<file path="src/rtl/mem_access_stage.sv">
// MEM pipeline stage: drives loads/stores over a single-outstanding req/ack
// data bus, passes ALU results through, stalls upstream while a bus access
// is in flight, and flags misaligned accesses and bus timeouts.
module mem_access_stage #(
  parameter int unsigned ADDR_WIDTH = 32,
  parameter int unsigned MAX_WAIT   = 255
) (
  input  logic                  clk,
  input  logic                  rst,
  input  logic [3:0]            i_memOp,
  input  logic [4:0]            i_regDest,
  input  logic                  i_writeEnable,
  input  logic [31:0]           i_result,
  input  logic [31:0]           i_storeData,
  output logic [4:0]            o_regDest,
  output logic                  o_writeEnable,
  output logic [31:0]           o_result,
  output logic                  stall,
  output logic                  alignErr,
  output logic                  busErr,
  output logic                  bus_req,
  output logic                  bus_we,
  output logic [ADDR_WIDTH-1:0] bus_addr,
  output logic [3:0]            bus_be,
  output logic [31:0]           bus_wdata,
  input  logic [31:0]           bus_rdata,
  input  logic                  bus_ack
);

  localparam logic [3:0] OP_LB  = 4'd1;
  localparam logic [3:0] OP_LBU = 4'd2;
  localparam logic [3:0] OP_LH  = 4'd3;
  localparam logic [3:0] OP_LHU = 4'd4;
  localparam logic [3:0] OP_LW  = 4'd5;
  localparam logic [3:0] OP_SB  = 4'd6;
  localparam logic [3:0] OP_SH  = 4'd7;
  localparam logic [3:0] OP_SW  = 4'd8;

  localparam logic [1:0] S_IDLE = 2'd0;
  localparam logic [1:0] S_WAIT = 2'd1;
  localparam logic [1:0] S_DONE = 2'd2;

  // Counter spans 0..MAX_WAIT-1; the last value is the final WAIT cycle.
  localparam int unsigned CNT_W = (MAX_WAIT < 2) ? 1 : $clog2(MAX_WAIT);
  localparam logic [CNT_W-1:0] CNT_LAST = CNT_W'(MAX_WAIT - 1);

  logic [1:0]            r_state;
  logic [CNT_W-1:0]      r_waitCnt;
  logic [31:0]           r_rdata;
  logic                  r_alignErr;
  logic                  r_busErr;
  logic                  r_busReq;
  logic                  r_busWe;
  logic [ADDR_WIDTH-1:0] r_busAddr;
  logic [3:0]            r_busBe;
  logic [31:0]           r_busWdata;

  logic                  w_isLoad;
  logic                  w_isStore;
  logic                  w_isMem;
  logic                  w_misaligned;
  logic [1:0]            w_off;
  logic [ADDR_WIDTH-1:0] w_addr;
  logic [3:0]            w_be;
  logic [31:0]           w_wdata;
  logic [7:0]            w_byte;
  logic [15:0]           w_half;
  logic [31:0]           w_loadVal;

  assign w_off  = i_result[1:0];
  assign w_addr = ADDR_WIDTH'(i_result);

  assign alignErr  = r_alignErr;
  assign busErr    = r_busErr;
  assign bus_req   = r_busReq;
  assign bus_we    = r_busWe;
  assign bus_addr  = r_busAddr;
  assign bus_be    = r_busBe;
  assign bus_wdata = r_busWdata;

  // Decode the op class and alignment requirement.
  always_comb begin
    w_isLoad     = 1'b0;
    w_isStore    = 1'b0;
    w_misaligned = 1'b0;
    case (i_memOp)
      OP_LB, OP_LBU: w_isLoad = 1'b1;
      OP_LH, OP_LHU: begin
        w_isLoad     = 1'b1;
        w_misaligned = w_off[0];
      end
      OP_LW: begin
        w_isLoad     = 1'b1;
        w_misaligned = (w_off != 2'b00);
      end
      OP_SB: w_isStore = 1'b1;
      OP_SH: begin
        w_isStore    = 1'b1;
        w_misaligned = w_off[0];
      end
      OP_SW: begin
        w_isStore    = 1'b1;
        w_misaligned = (w_off != 2'b00);
      end
      default: ;
    endcase
    w_isMem = w_isLoad | w_isStore;
  end

  // Big-endian lane selection and replication for store data.
  always_comb begin
    w_be    = 4'b1111;
    w_wdata = '0;
    case (i_memOp)
      OP_SB: begin
        w_be    = 4'b1000 >> w_off;
        w_wdata = {4{i_storeData[7:0]}};
      end
      OP_SH: begin
        w_be    = w_off[1] ? 4'b0011 : 4'b1100;
        w_wdata = {2{i_storeData[15:0]}};
      end
      OP_SW: begin
        w_be    = 4'b1111;
        w_wdata = i_storeData;
      end
      default: ;
    endcase
  end

  // Big-endian extraction and sign/zero extension of captured load data.
  always_comb begin
    case (w_off)
      2'd0:    w_byte = r_rdata[31:24];
      2'd1:    w_byte = r_rdata[23:16];
      2'd2:    w_byte = r_rdata[15:8];
      default: w_byte = r_rdata[7:0];
    endcase
    w_half = w_off[1] ? r_rdata[15:0] : r_rdata[31:16];
    case (i_memOp)
      OP_LB:   w_loadVal = {{24{w_byte[7]}}, w_byte};
      OP_LBU:  w_loadVal = {24'd0, w_byte};
      OP_LH:   w_loadVal = {{16{w_half[15]}}, w_half};
      OP_LHU:  w_loadVal = {16'd0, w_half};
      default: w_loadVal = r_rdata;
    endcase
  end

  // Stage outputs toward MEM_WB and the upstream stall.
  always_comb begin
    o_regDest     = i_regDest;
    o_result      = i_result;
    o_writeEnable = i_writeEnable;
    stall         = 1'b0;
    case (r_state)
      S_IDLE: begin
        if (w_isMem) begin
          o_writeEnable = 1'b0;
          stall         = ~w_misaligned;
        end
      end
      S_WAIT: begin
        o_writeEnable = 1'b0;
        stall         = 1'b1;
      end
      S_DONE: begin
        if (w_isLoad) begin
          o_result      = w_loadVal;
          o_writeEnable = i_writeEnable & ~r_busErr;
        end else begin
          o_writeEnable = 1'b0;
        end
      end
      default: ;
    endcase
  end

  // Bus transaction FSM, wait counter, read capture and error pulses.
  always_ff @(posedge clk) begin
    if (rst) begin
      r_state    <= S_IDLE;
      r_waitCnt  <= '0;
      r_rdata    <= '0;
      r_alignErr <= 1'b0;
      r_busErr   <= 1'b0;
      r_busReq   <= 1'b0;
      r_busWe    <= 1'b0;
      r_busAddr  <= '0;
      r_busBe    <= '0;
      r_busWdata <= '0;
    end else begin
      r_alignErr <= 1'b0;
      r_busErr   <= 1'b0;
      case (r_state)
        S_IDLE: begin
          if (w_isMem && w_misaligned) begin
            r_alignErr <= 1'b1;
          end else if (w_isMem) begin
            r_state    <= S_WAIT;
            r_waitCnt  <= '0;
            r_busReq   <= 1'b1;
            r_busWe    <= w_isStore;
            r_busAddr  <= w_addr & ~(ADDR_WIDTH'(3));
            r_busBe    <= w_be;
            r_busWdata <= w_wdata;
          end
        end
        S_WAIT: begin
          if (bus_ack) begin
            r_rdata  <= bus_rdata;
            r_busReq <= 1'b0;
            r_state  <= S_DONE;
          end else if (r_waitCnt == CNT_LAST) begin
            r_busReq <= 1'b0;
            r_busErr <= 1'b1;
            r_state  <= S_DONE;
          end else begin
            r_waitCnt <= r_waitCnt + 1'b1;
          end
        end
        S_DONE: r_state <= S_IDLE;
        default: r_state <= S_IDLE;
      endcase
    end
  end

endmodule

</file>
<file path="config.mk">
export PLATFORM = sky130hd
export DESIGN_NAME = mem_access_stage
export DESIGN_NICKNAME = d
export VERILOG_FILES = /design/src/rtl/mem_access_stage.sv
export SDC_FILE = /design/constraint.sdc
export NUM_CORES = 1
export LEC_CHECK = 0
export CAP_MARGIN = 20
export CORE_ASPECT_RATIO = 0.5
export CORE_MARGIN = 5
export CORE_UTILIZATION = 40
export DETAILED_ROUTE_END_ITERATION = 7
export GPL_TIMING_DRIVEN = 0
export PLACE_DENSITY = 0.85
export SYNTH_ARGS = -nofsm -noshare
export SYNTH_HDL_FRONTEND = slang
export SYNTH_SLANG_ARGS = --single-unit
</file>
<file path="constraint.sdc">
create_clock -name clk -period 5.2 [get_ports clk]
set_input_delay 0.78 -clock clk [delete_from_list [all_inputs] [get_ports clk]]
set_output_delay 0.78 -clock clk [all_outputs]
set_load 0.1 [all_outputs]
</file>
==> Yosys cells after proc, flatten, opt, wreduce, memory -nomap -nowiden <==
Cells that the tools add are included.
{ "op_classes": {"reduce_logical": 16, "mux": 33, "shifts": 1, "n_bitwise": 7, "n_eq_ne": 18, "n_addsub": 1} }
{ "op_table": {"columns": ["operator", "count"], "rows": [
  ["$pmux 32 s4", 1],
  ["$pmux 32 s3", 1],
  ["$mux 32", 2],
  ["$mux 8", 4],
  ["$pmux 8 s3", 1],
  ["$eq 4x3->1 const B", 4],
  ["$mux 16", 1],
  ["$pmux 8 s2", 1],
  ["$mux 1", 11],
  ["$reduce_or 3->1", 3],
  ["$add 8x1->8 const B", 1],
  ["$eq 4x2->1 const B", 2],
  ["$eq 8x8->1 const B", 1],
  ["$mux 2", 4],
  ["$ne 2x2->1 const B", 4],
  ["$pmux 4 s2", 1],
  ["$pmux 1 s2", 3],
  ["$reduce_and 3->1", 2],
  ["$not 1->1", 5],
  ["$reduce_and 5->1", 1],
  ["$reduce_or 5->1", 1],
  ["$eq 2x1->1 const B", 2],
  ["$eq 2x2->1 const B", 2],
  ["$eq 4x1->1 const B", 1],
  ["other kinds (14)", 17]
]} }
{ "totals": {"out_inout_bits": 111, "regBits": 112} }

==> Logic depth before layout (Yosys ltp) <==
{ "logic_depth": {"ltp_word": 7, "depth_mapped": 9} }

==> Least setup slack after synthesis <==
Ideal clock, no wire load.
{ "synth_path": {"path_kind": "input to output", "from": "input i_memOp[3]", "to": "output o_result[10]", "stages": 5, "path_buffers": 2, "arrival_ns": 3.878, "required_ns": 4.420, "setup_slack_ns": 0.542, "cell_sequence": "clkbuf_1 > clkbuf_1 > nor3b_1 > o22ai_1 > o21ai_0"} }
{ "synth_between": {"elab_chain_cells": 5, "elab_cells_between_ends": 10, "cone_classes": "5 x eq/ne; 4 x mux; 1 x reduce/logical"} }
{ "synth_lines": {"columns": ["item", "line", "rtl"], "rows": [
  ["start, declared", "10", "input logic [3:0] i_memOp,"],
  ["$eq 4x3->1, or another cell as far along", "86, 140", null],
  ["$reduce_or 5->1 (no line)", null, null],
  ["$mux 1", "86", "case (i_memOp)"],
  ["$mux 32 *", "167", "if (w_isLoad) begin"],
  ["$mux 32 *", "155", "case (r_state)"],
  ["end, declared", "17", "output logic [31:0] o_result,"]
]} }
Mark *: on every way between the ends. The rest lies on a longest branch, timed or not.

==> Final worst setup path <==
{ "layout_path": {"from": "input i_memOp[0]", "to": "output o_result[1]"} }
The elaborated chain is that of the path after synthesis.

==> metrics.txt <==
share of cells above drive strength 1=7.388%; Min-Delay Path Class=reg2reg; I/O pin total=220; top cells by area, synth=dfxtp_1 39%, a21oi_1 9.5%, nand2_1 6.2%; Distinct cells, synth=62; first-pass GRT wire length=33.76 mm; area share of and/or/nand/nor cells after synthesis=17.85%; worst r2r path cells=9; maxcap violations=0; Area Overhead vs Synth=46.48%; CTS sink cnt=112; hold_sp=bus_we; Critical Path Start=i_memOp[0]; initial antenna violation count=0; largest family of logic cells by synthesized area=compound AO/OA/AOI/OAI gates; Reg2Reg Setup Slack=3.05 ns; Req. time, crit path=4.42 ns; Ant. Diodes=0; Hold Path Depth=1; Static Leak=3.083 nW; EDFF count, synth=0; Main synth FF type=dfxtp_1; Routed Antenna Nets=0; routability cong.=0.9241; Switching Power=968.5 uW; Cell Int Power=1.519 mW; Seq pwr share=37.4%; core outline area=0.01435 mm2; Initial Utilization=40.44%; Seq/Total Area, Yosys=38.63%; Die W=180.4 um; Final period util=97.01%; Final setup viols=0; DP Wirelength=17.36 mm; total area of sequential cells=0.002242 mm2; VDD IR-drop max=0.1400 mV; Comb power frac=32.9%; crit start category=input pin; mux cell area share after synthesis=7.415%; number of port buffers=209; fmax=198.2 MHz; RSZ-0062 raised after global routing=false; Adder-Cell Fraction of Synth Area=0.4311%; Final Hold Viols=0; Overall Global Routing Usage=24.61%; via count=6557; pwr/cell area=292.5 mW/mm2; Synth Area in Compound Gates=28.15%; die area=0.01717 mm2; Filler cells=1269; H-tree levels=3; clock share of power=29.6%; Critical R2R Launch=r_state[1]; Total Negative Setup Slacks=0 ns; Worst Path Max Fanout=10; Synth Area per Inst=8.198 um2; CTS tree=yes; GRT overflow=0; design area=0.008502 mm2; Worst-Skew Late Latency=0.36 ns; # DRC=0; Reg clk slew, reported paths=0.08 ns; Slew Limit Headroom=30.64%; Reg-to-Reg End=bus_wdata[29]; Synth area leader=dfxtp_1; 1st-iter DRT viols=636; Worst-Margin Slew=1.037 ns; Final nets=1040; maximum root-to-sink buffer count=2; final WL=22.35 mm; Worst Hold Path EP=bus_we; Row Count=31; Switching Share=38.94%; status=complete, no violations; clock root buffer=clkbuf_16; Vias/cell=5.792; synth warn=0; synthesized area=0.005804 mm2; Area after DPL=0.008148 mm2; largest net degree at the start of global routing=21; Slew Viols, Final=0; CP Capture Type=output pin; die extent in y=95.18 um; Yosys reg bits=112; vias in the first global route=6283; CTS Buf Count=9; arrival time worst endpoint=4.26 ns; cells after synthesis=708; xor/xnor share of the synthesized area=0.9054%; DRT Pass-1 Iters=5; drt wl/cell=19.75 um; Post-CTS Hold Fix Bufs=0; Synth top area share=38.63%; FFs w/ async S/R, synth=0%; minimum clock period=5.045 ns; critical path type=in2out; clock skew=0.007555 ns; multi-input logic area=0.003186 mm2
[logic make-up (layout without fill, tap and decap cells)]
kind of cell    Yosys count  in the layout
compound gates          250            250
simple gates            218            218
flops                   112            112
buf+inv                  87            312
mux                      32             32
xor+xnor                  6              6
fa+ha+maj                 2              2
other cells               1              2
[Yosys cell counts, types with 3 or more instances]
cell type	number
a311oi_1	3
o21ai_1	3
nor2b_1	3
o21ai_0	13
a31oi_1	14
inv_1	5
nor3b_1	4
nand4_1	31
a22o_1	8
nor2_1	41
a211oi_1	9
buf_4	9
o22ai_1	23
buf_2	9
dfxtp_1	112
mux4_2	8
xnor2_1	4
buf_1	7
a22oi_1	8
o2bb2ai_1	6
clkbuf_1	54
a21oi_1	110
mux2_2	8
o31ai_1	30
nand2_1	96
nand3_1	7
nand2b_1	5
o2bb2ai_2	10
mux2i_1	16
nor3_1	13
[worst max-delay path, cell delays in order]
cell and delay, ns:
clkdlybuf4s50_1 0.50, buf_2 0.25, o21ai_0 0.21, or3b_2 0.45, clkbuf_1 0.23, nand2_1 0.31, o22ai_1 0.13, a21oi_1 0.21
clkdlybuf4s50_1 1.18
[metrics by stage]
stage          worst slack (ns)  cells  power, mW  hold slack (ns)  utilization, %
2_1_floorplan            0.5419    709      1.504           0.4559               -
3_3_place_gp             0.1785   1116      1.752           0.4339           56.77
3_5_place_dp             0.1983   1116      1.762           0.4421           56.77
4_1_cts                  0.1704   1132      2.487           0.4722           58.98
5_1_grt                 0.01290   1132      2.562           0.4848           59.24
6_report                 0.1553   1132      2.487           0.4696           59.24
[per-layer routing]
metal / track usage, % / wire length [um]
met5: 0 / 0
met4: 7.925 / 536
met3: 5.373 / 1873
met1: 31.57 / 9563
met2: 42.04 / 10380
[power groups by stage]
stage	registers (mW)	clock network [mW]	logic, mW
CTS	0.930	0.742	0.815
global route	0.934	0.775	0.853
global placement	0.948	0	0.804
floorplan	1.15	0	0.359
finish	0.931	0.737	0.819
detailed placement	0.950	0	0.813
[cell type report]
class / instances / share of cell area (%)
Timing Repair Buffer: 209 / 25.05
Buffer: 81 / 4.209
Clock inverter: 7 / 1.074
Tap cell: 198 / 2.914
Inverter: 6 / 0.2649
Multi-Input combinational cell: 510 / 37.47
Sequential cell: 112 / 26.37
Clock buffer: 9 / 2.649
[worst max path at each step]
stage                              end  slack (ns)  cells past startpoint
after global routing       o_result[5]        0.01                      9
after detailed placement   o_result[6]        0.20                      9
after floorplan           o_result[10]        0.54                      5
after global placement     o_result[1]        0.18                      9
final                      o_result[1]        0.16                      9
after CTS                 o_result[25]        0.17                      8
[cell usage in the layout, fill, tap and decap left out, types with 3 or more instances in the layout]
master | netlist | final
mux4_2 | 8 | 8
nand2_1 | 96 | 96
nand3_1 | 7 | 7
a31oi_1 | 14 | 14
xnor2_1 | 4 | 4
nand4_1 | 31 | 31
nor2_1 | 41 | 41
nand2b_1 | 5 | 5
a311oi_1 | 3 | 3
inv_1 | 5 | 5
o2bb2ai_2 | 10 | 10
buf_1 | 7 | 7
nor3_1 | 13 | 13
dlymetal6s2s_1 | 0 | 15
mux2i_1 | 16 | 16
o21ai_1 | 3 | 3
nor2b_1 | 3 | 3
buf_4 | 9 | 9
mux2_2 | 8 | 8
o31ai_1 | 30 | 30
a22o_1 | 8 | 8
dfxtp_1 | 112 | 112
o22ai_1 | 23 | 23
a21oi_1 | 110 | 110
clkbuf_16 | 0 | 9
nor3b_1 | 4 | 4
a211oi_1 | 9 | 9
buf_2 | 9 | 9
o2bb2ai_1 | 6 | 6
a22oi_1 | 8 | 8
clkdlybuf4s50_1 | 0 | 194
o21ai_0 | 13 | 13
clkbuf_1 | 54 | 54
[flip-flops by register name, summed over array words and instances, names as in the netlist]
| register | flops |
|---|---|
| bus_wdata | 32 |
| r_rdata | 32 |
| bus_addr | 30 |
| r_waitCnt | 8 |
| bus_be | 4 |
| r_state | 2 |
| alignErr | 1 |
| busErr | 1 |
| bus_req | 1 |
| bus_we | 1 |
[what timing repair did]
| action | 4_1_cts | 5_1_grt |
|---|---|---|
| hold endpoints to repair | 0 | 0 |
| gates resized for setup | 0 | 15 |
| buffers inserted | 0 | 0 |
| setup endpoints to repair | 0 | 15 |
Power figures use the tool's default switching activity.
